<file path="src/rtl/alu_decode_stage.sv">
// alu_decode_stage
// Registered ALU-control decode stage between IFU and EXU. Decodes RV32I
// (and RV32M when EN_M=1) into a 5-bit ALU opcode plus illegal and
// multi-cycle flags. A 2-entry skid buffer keeps in_ready a pure register
// output, so there is no combinational path from out_ready to in_ready.
//
// Ports
//   clk, rst_n          clock, asynchronous active-low reset
//   flush               synchronous flush, empties the stage
//   in_valid/in_ready   upstream handshake; in_inst, in_pc payload
//   out_valid/out_ready downstream handshake
//   out_alu_ctrl        decoded ALU opcode
//   out_inst, out_pc    pass-through instruction and PC
//   out_illegal         instruction could not be decoded
//   out_multicycle      op needs the iterative divider
//   illegal_cnt         saturating count of illegal instructions delivered
module alu_decode_stage #(
  parameter int XLEN  = 32,
  parameter bit EN_M  = 1'b0,
  parameter int CNT_W = 16
) (
  input  logic             clk,
  input  logic             rst_n,
  input  logic             flush,
  input  logic             in_valid,
  output logic             in_ready,
  input  logic [31:0]      in_inst,
  input  logic [XLEN-1:0]  in_pc,
  output logic             out_valid,
  input  logic             out_ready,
  output logic [4:0]       out_alu_ctrl,
  output logic [31:0]      out_inst,
  output logic [XLEN-1:0]  out_pc,
  output logic             out_illegal,
  output logic             out_multicycle,
  output logic [CNT_W-1:0] illegal_cnt
);

  localparam logic [4:0] ALU_ADD   = 5'b00000;
  localparam logic [4:0] ALU_PASSB = 5'b00001;
  localparam logic [4:0] ALU_SUB   = 5'b00010;
  localparam logic [4:0] ALU_JALR  = 5'b00011;
  localparam logic [4:0] ALU_SLTU  = 5'b00100;
  localparam logic [4:0] ALU_XOR   = 5'b00101;
  localparam logic [4:0] ALU_OR    = 5'b00110;
  localparam logic [4:0] ALU_AND   = 5'b00111;
  localparam logic [4:0] ALU_SLL   = 5'b01000;
  localparam logic [4:0] ALU_SRA   = 5'b01001;
  localparam logic [4:0] ALU_SRL   = 5'b01010;
  localparam logic [4:0] ALU_SLT   = 5'b01100;
  localparam logic [4:0] ALU_BR    = 5'b01101;

  localparam logic [6:0] OPC_LUI    = 7'b0110111;
  localparam logic [6:0] OPC_AUIPC  = 7'b0010111;
  localparam logic [6:0] OPC_JAL    = 7'b1101111;
  localparam logic [6:0] OPC_JALR   = 7'b1100111;
  localparam logic [6:0] OPC_BRANCH = 7'b1100011;
  localparam logic [6:0] OPC_LOAD   = 7'b0000011;
  localparam logic [6:0] OPC_STORE  = 7'b0100011;
  localparam logic [6:0] OPC_OPIMM  = 7'b0010011;
  localparam logic [6:0] OPC_OP     = 7'b0110011;

  localparam logic [6:0] F7_ZERO = 7'b0000000;
  localparam logic [6:0] F7_ALT  = 7'b0100000;
  localparam logic [6:0] F7_MUL  = 7'b0000001;

  localparam logic [CNT_W-1:0] CNT_MAX = '1;

  typedef struct packed {
    logic [4:0]      ctrl;
    logic            illegal;
    logic            multi;
    logic [31:0]     inst;
    logic [XLEN-1:0] pc;
  } payload_t;

  logic [6:0] opcode;
  logic [2:0] funct3;
  logic [6:0] funct7;
  logic [4:0] dec_ctrl;
  logic       dec_bad;
  logic       dec_multi;
  payload_t   dec_pl;

  logic             out_valid_q, out_valid_d;
  logic             skid_valid_q, skid_valid_d;
  payload_t         out_q, out_d;
  payload_t         skid_q, skid_d;
  logic [CNT_W-1:0] cnt_q, cnt_d;

  logic in_xfer;
  logic out_xfer;

  assign opcode = in_inst[6:0];
  assign funct3 = in_inst[14:12];
  assign funct7 = in_inst[31:25];

  always_comb begin
    dec_ctrl = ALU_ADD;
    dec_bad  = 1'b0;
    case (opcode)
      OPC_LUI:            dec_ctrl = ALU_PASSB;
      OPC_AUIPC, OPC_JAL: dec_ctrl = ALU_ADD;
      OPC_JALR: begin
        dec_ctrl = ALU_JALR;
        dec_bad  = (funct3 != 3'b000);
      end
      OPC_BRANCH: begin
        dec_ctrl = ALU_BR;
        dec_bad  = (funct3 == 3'b010) || (funct3 == 3'b011);
      end
      // lb/lh/lw/lbu/lhu only
      OPC_LOAD:  dec_bad = (funct3 == 3'b011) || (funct3[2:1] == 2'b11);
      // sb/sh/sw only
      OPC_STORE: dec_bad = funct3[2] || (funct3[1:0] == 2'b11);
      OPC_OPIMM: begin
        case (funct3)
          3'b000: dec_ctrl = ALU_ADD;
          3'b010: dec_ctrl = ALU_SLT;
          3'b011: dec_ctrl = ALU_SLTU;
          3'b100: dec_ctrl = ALU_XOR;
          3'b110: dec_ctrl = ALU_OR;
          3'b111: dec_ctrl = ALU_AND;
          3'b001: begin
            dec_ctrl = ALU_SLL;
            dec_bad  = (funct7 != F7_ZERO);
          end
          default: begin
            // funct3 = 101: imm[11:5] selects logical vs arithmetic shift
            if (funct7 == F7_ZERO)     dec_ctrl = ALU_SRL;
            else if (funct7 == F7_ALT) dec_ctrl = ALU_SRA;
            else                       dec_bad  = 1'b1;
          end
        endcase
      end
      OPC_OP: begin
        case (funct7)
          F7_ZERO: begin
            case (funct3)
              3'b000:  dec_ctrl = ALU_ADD;
              3'b001:  dec_ctrl = ALU_SLL;
              3'b010:  dec_ctrl = ALU_SLT;
              3'b011:  dec_ctrl = ALU_SLTU;
              3'b100:  dec_ctrl = ALU_XOR;
              3'b101:  dec_ctrl = ALU_SRL;
              3'b110:  dec_ctrl = ALU_OR;
              default: dec_ctrl = ALU_AND;
            endcase
          end
          F7_ALT: begin
            if (funct3 == 3'b000)      dec_ctrl = ALU_SUB;
            else if (funct3 == 3'b101) dec_ctrl = ALU_SRA;
            else                       dec_bad  = 1'b1;
          end
          F7_MUL: begin
            // M-extension opcodes are 10 followed by funct3
            if (EN_M) dec_ctrl = {2'b10, funct3};
            else      dec_bad  = 1'b1;
          end
          default: dec_bad = 1'b1;
        endcase
      end
      default: dec_bad = 1'b1;
    endcase
    if (dec_bad) dec_ctrl = ALU_ADD;
  end

  // DIV/DIVU/REM/REMU share the 101xx opcode prefix
  assign dec_multi = EN_M && !dec_bad && (dec_ctrl[4:2] == 3'b101);

  always_comb begin
    dec_pl         = '0;
    dec_pl.ctrl    = dec_ctrl;
    dec_pl.illegal = dec_bad;
    dec_pl.multi   = dec_multi;
    dec_pl.inst    = in_inst;
    dec_pl.pc      = in_pc;
  end

  assign in_xfer  = in_valid && !skid_valid_q;
  assign out_xfer = out_valid_q && out_ready;

  always_comb begin
    out_valid_d  = out_valid_q;
    skid_valid_d = skid_valid_q;
    out_d        = out_q;
    skid_d       = skid_q;
    cnt_d        = cnt_q;

    // Counting follows delivered transfers, so flush does not touch it
    if (out_xfer && out_q.illegal && (cnt_q != CNT_MAX)) cnt_d = cnt_q + CNT_W'(1);

    if (flush) begin
      out_valid_d  = 1'b0;
      skid_valid_d = 1'b0;
    end else if (skid_valid_q) begin
      // in_ready is low here, so only draining can happen
      if (out_ready) begin
        out_d        = skid_q;
        skid_valid_d = 1'b0;
      end
    end else if (in_xfer) begin
      if (!out_valid_q || out_ready) begin
        out_d       = dec_pl;
        out_valid_d = 1'b1;
      end else begin
        skid_d       = dec_pl;
        skid_valid_d = 1'b1;
      end
    end else if (out_xfer) begin
      out_valid_d = 1'b0;
    end
  end

  always_ff @(posedge clk or negedge rst_n) begin
    if (!rst_n) begin
      out_valid_q  <= 1'b0;
      skid_valid_q <= 1'b0;
      out_q        <= '0;
      skid_q       <= '0;
      cnt_q        <= '0;
    end else begin
      out_valid_q  <= out_valid_d;
      skid_valid_q <= skid_valid_d;
      out_q        <= out_d;
      skid_q       <= skid_d;
      cnt_q        <= cnt_d;
    end
  end

  assign in_ready       = !skid_valid_q;
  assign out_valid      = out_valid_q;
  assign out_alu_ctrl   = out_q.ctrl;
  assign out_inst       = out_q.inst;
  assign out_pc         = out_q.pc;
  assign out_illegal    = out_q.illegal;
  assign out_multicycle = out_q.multi;
  assign illegal_cnt    = cnt_q;

endmodule
</file>
<file path="config.mk">
export PLATFORM = sky130hd
export DESIGN_NAME = alu_decode_stage
export DESIGN_NICKNAME = d
export VERILOG_FILES = /design/src/rtl/alu_decode_stage.sv
export SDC_FILE = /design/constraint.sdc
export NUM_CORES = 1
export LEC_CHECK = 0
export CAP_MARGIN = 40
export CORE_MARGIN = 1.5
export CORE_UTILIZATION = 50
export DETAILED_ROUTE_END_ITERATION = 10
export PLACE_DENSITY = 0.87
export SETUP_SLACK_MARGIN = 0.15
export SYNTH_ARGS = -nofsm -noshare
export SYNTH_HDL_FRONTEND = slang
export SYNTH_SLANG_ARGS = --single-unit
export TNS_END_PERCENT = 10
</file>
<file path="constraint.sdc">
create_clock -name clk -period 2 [get_ports clk]
set_input_delay 0.3 -clock clk [delete_from_list [all_inputs] [get_ports clk]]
set_output_delay 0.3 -clock clk [all_outputs]
set_load 0.005 [all_outputs]
</file>
==> flow_metrics.tcl, run 1 <==
set metrics [dict create \
    status "finished clean" \
    initial_antenna_violation_count 0 \
    synthDistinctLibCells 49 \
    final.fill_count 1003 \
    numCtsBuffers 17 \
    grt_start_max_net_pins 60 \
    placement.io_buffers 155 \
    path_cells "ha_1, and2_1, and2_1, a41oi_2, buf_4, mux2_2" \
    boundaryPins 158 \
    number_of_global_route_vias_before_repair 5590 \
    detailroute.via_count 5788 \
    ys_seq_elements 156 \
    clkSlewWorstSetupHoldPaths_ns 0.06 \
    postSynthAreaPerCell_um2 9.49 \
    cp_top_family "flip-flops" \
    tritoncts "done" \
    detailed_place_hpwl_um 11300 \
    vias_per_cell 5.20 \
    min_path_type "in -> async" \
    wl_um 16500 \
    adder_cell_fraction_of_synth_area_pct 0.337 \
    synth.mux.area_fraction_pct 9.39 \
    synthesis.instances 744 \
    dieWidth_um 122 \
    critical_path_required_ns 2.30 \
    fmax_ghz 0.544 \
    main_combinational_cell_family_by_area_after_synthesis "simple AND/OR/NAND/NOR gates" \
    die_height_um 122 \
    design_power_total_mw 9.23 \
    cp_peak_stage_delay_ns 0.43 \
    ctsLongestPathBuffers 2 \
    rsz_0062_raised_after_global_routing "true" \
    synth_xor_area_share_pct 2.11 \
    nets 991 \
    multi_input_comb_area_um2 2950 \
    critical_path_class "reg -> reg" \
    yosys_warnings 0 \
    hold_viol 0 \
    initialDrtViolationCount 327 \
    period_needed_ns 1.84 \
    global_route_wire_length_before_repair_um 27100 \
    detail_route.first_pass.iterations 4 \
    register_area_um2 3910 \
    maxCapViolCount 0 \
    max_slew.worst_pin.slew_ns 0.617 \
    avgRoutedWirePerCell_um 14.8 \
    worst_setup_path_end_kind "flip-flop" \
    worst_slack_on_hold_paths_ns 0.395 \
    cellPowerDensity_nw_per_um2 947 \
    synthesis.area_um2 7060 \
    setup.worst_path.start_class "flip-flop" \
    crit_buf_inv 1 \
    critical_path.max_fanout 10 \
    detail_route.drc_violations 0 \
    core_area_um2 13800 \
    cp_common_cell "sky130_fd_sc_hd__and2_1" \
    grt_use_total_pct 23.2 \
    antennaDiodeCount 0 \
    layout-drive-gt1-share_pct 10.2 \
    final.period_utilization_pct 91.9 \
    maximum_clock_skew_at_final_layout_ns 0.00691 \
    postSynth.asyncResetShare_pct 100 \
    synth_compound_area_share_pct 9.36 \
    detail-route-antenna-nets 0 \
    worst_ir_drop_vdd_uv 528 \
    worst_ep_arrival_time_ns 2.14 \
    rows 43 \
    synth-seq-area-share_pct 55.3 \
    slowest_stage "sky130_fd_sc_hd__dfrtp_1" \
    globalRouteOverflowTotal 0 \
    clock-sinks 156 \
    timing.final.setup_violations 0 \
    cts.repair_timing.setup_buffer_count 0 \
    die_area_um2 14800 \
    synth_enable_flop_cells 0 \
    synth_simple_gate_area_share_pct 20.0 \
    synth_flop_cell "sky130_fd_sc_hd__dfrtp_1" \
    cts-htree-levels 4 \
    layout.core_utilization_pct 70.4 \
    cts_root_buffer "sky130_fd_sc_hd__clkbuf_16" \
    areaGrowthSynthToFinish_pct 37.9 \
    power_leakage_nw 4.41 \
    initial_core_util_pct 51.1 \
    timing.final.max_slew_violations 0 \
    tightest_slew_margin_relative_to_the_limit_pct 58.9 \
    gp_congestion 0.868 \
    clkLatencyLatePin_ns 0.42 \
]
-- registers in the layout, indices dropped and copies added, names as in the netlist --
register      cells
skid_q           69
out_inst         32
out_pc           32
illegal_cnt      16
out_alu_ctrl      4
out_illegal       1
out_valid         1
skid_valid_q      1
-- path summary, 6_finish.rpt --
kind	slack, ns	end	startpoint	cells after the start
max reg2reg	0.16	illegal_cnt[1]	illegal_cnt[1]	6
min reg2reg	0.47	skid_q[49]	skid_q[49]	2
min	0.39	illegal_cnt[7]	rst_n	2
min in group clk	0.44	skid_q[41]	in_inst[9]	3
max	0.16	illegal_cnt[1]	illegal_cnt[1]	6
max in group asynchronous	0.93	skid_q[30]	rst_n	3
-- power by group --
part           internal (mW)  leakage, nW  switching (mW)
clock network           2.22        0.315            1.24
logic                  0.962         2.12           0.722
registers               3.74         1.98           0.347
-- kinds of logic (layout without fill, tap and decap cells) --
kind of cell	count (synthesis)	count (layout)
AOI/OAI and AO/OA	115	115
xor gates and xnor gates	17	17
adders and majority gates	2	2
buffers and inverters	55	244
DFF	156	156
muxes	66	66
other	1	2
and+or+nand+nor	332	332
-- layer usage --
metal	wire, µm	track usage, %
met3	830	5.20
met2	7760	36.9
met1	7670	31.9
met5	0	0
met4	229	7.35
-- placed cells by master, fill, tap and decap left out, drive strengths merged, types with 2 or more instances in the layout --
cell and n:
nand2 264, conb 2, a31oi 3, o221ai 2, nand3 11, nor2b 5
mux2 2, nor4 2, inv 9, a211oi 2, nor2 14, o21ai 82
and3 4, and4 5, clkbuf 21, nor3b 2, clkinvlp 2, xnor2 11
a21oi 6, o211ai 4, xor2 6, o31ai 5, nor3 4, clkdlybuf4s50 153
o22ai 4, bufinv 4, dfrtp 156, buf 48, clkinv 5, mux2i 64
and2 2, and3b 2, nand4 8, nand2b 5
-- repair_timing --
| action | CTS | global route |
|---|---|---|
| resized for setup | 2 | 3 |
| setup endpoints to repair | 7 | 54 |
| pin swaps | 0 | 1 |
| endpoints found under the hold margin | 47 | 0 |
| hold buffers | 1 | 0 |
-- Yosys cell counts, types with 5 or more instances --
master	instances	area, µm²
sky130_fd_sc_hd__a21oi_1	6	30.0
sky130_fd_sc_hd__xnor2_1	11	96.3
sky130_fd_sc_hd__nand2_1	264	991
sky130_fd_sc_hd__nand4_1	8	50.1
sky130_fd_sc_hd__nor2_1	14	52.6
sky130_fd_sc_hd__and4_1	5	43.8
sky130_fd_sc_hd__xor2_1	6	52.6
sky130_fd_sc_hd__nand2b_1	5	31.3
sky130_fd_sc_hd__o31ai_1	5	37.5
sky130_fd_sc_hd__dfrtp_1	156	3900
sky130_fd_sc_hd__o21ai_0	79	395
sky130_fd_sc_hd__buf_2	19	95.1
sky130_fd_sc_hd__inv_1	9	33.8
sky130_fd_sc_hd__nand3_1	10	50.1
sky130_fd_sc_hd__mux2i_1	64	641
sky130_fd_sc_hd__nor2b_1	5	31.3
sky130_fd_sc_hd__clkbuf_1	21	78.8
-- area by class of cell --
class                           count  share of cell area, %
Inverter                            9                  0.347
Multi-Input combinational cell    534                   30.3
Clock inverter                     11                   1.68
Tap cell                          180                   2.31
Timing Repair Buffer              203                   20.3
Clock buffer                       21                   4.93
Sequential cell                   156                   40.1
-- through the flow --
stage | cells | TNS (ns) | worst slack, ns | area (µm²)
floorplan | 745 | 0 | 0.156 | 7060
global placement | 1081 | -5.24 | -0.181 | 9070
detailed placement | 1081 | -7.63 | -0.249 | 9070
CTS | 1114 | 0 | 0.0622 | 9730
global route | 1114 | 0 | 0.0472 | 9740
finish | 1114 | 0 | 0.162 | 9740
(Power assumes the default switching activity.)
==> run 2, diff against run 1 <==
- CAP_MARGIN: 40 -> 5
==> results of run 2 <==
Same layout as run 1: the final DEF is identical, and so are final timing and power.
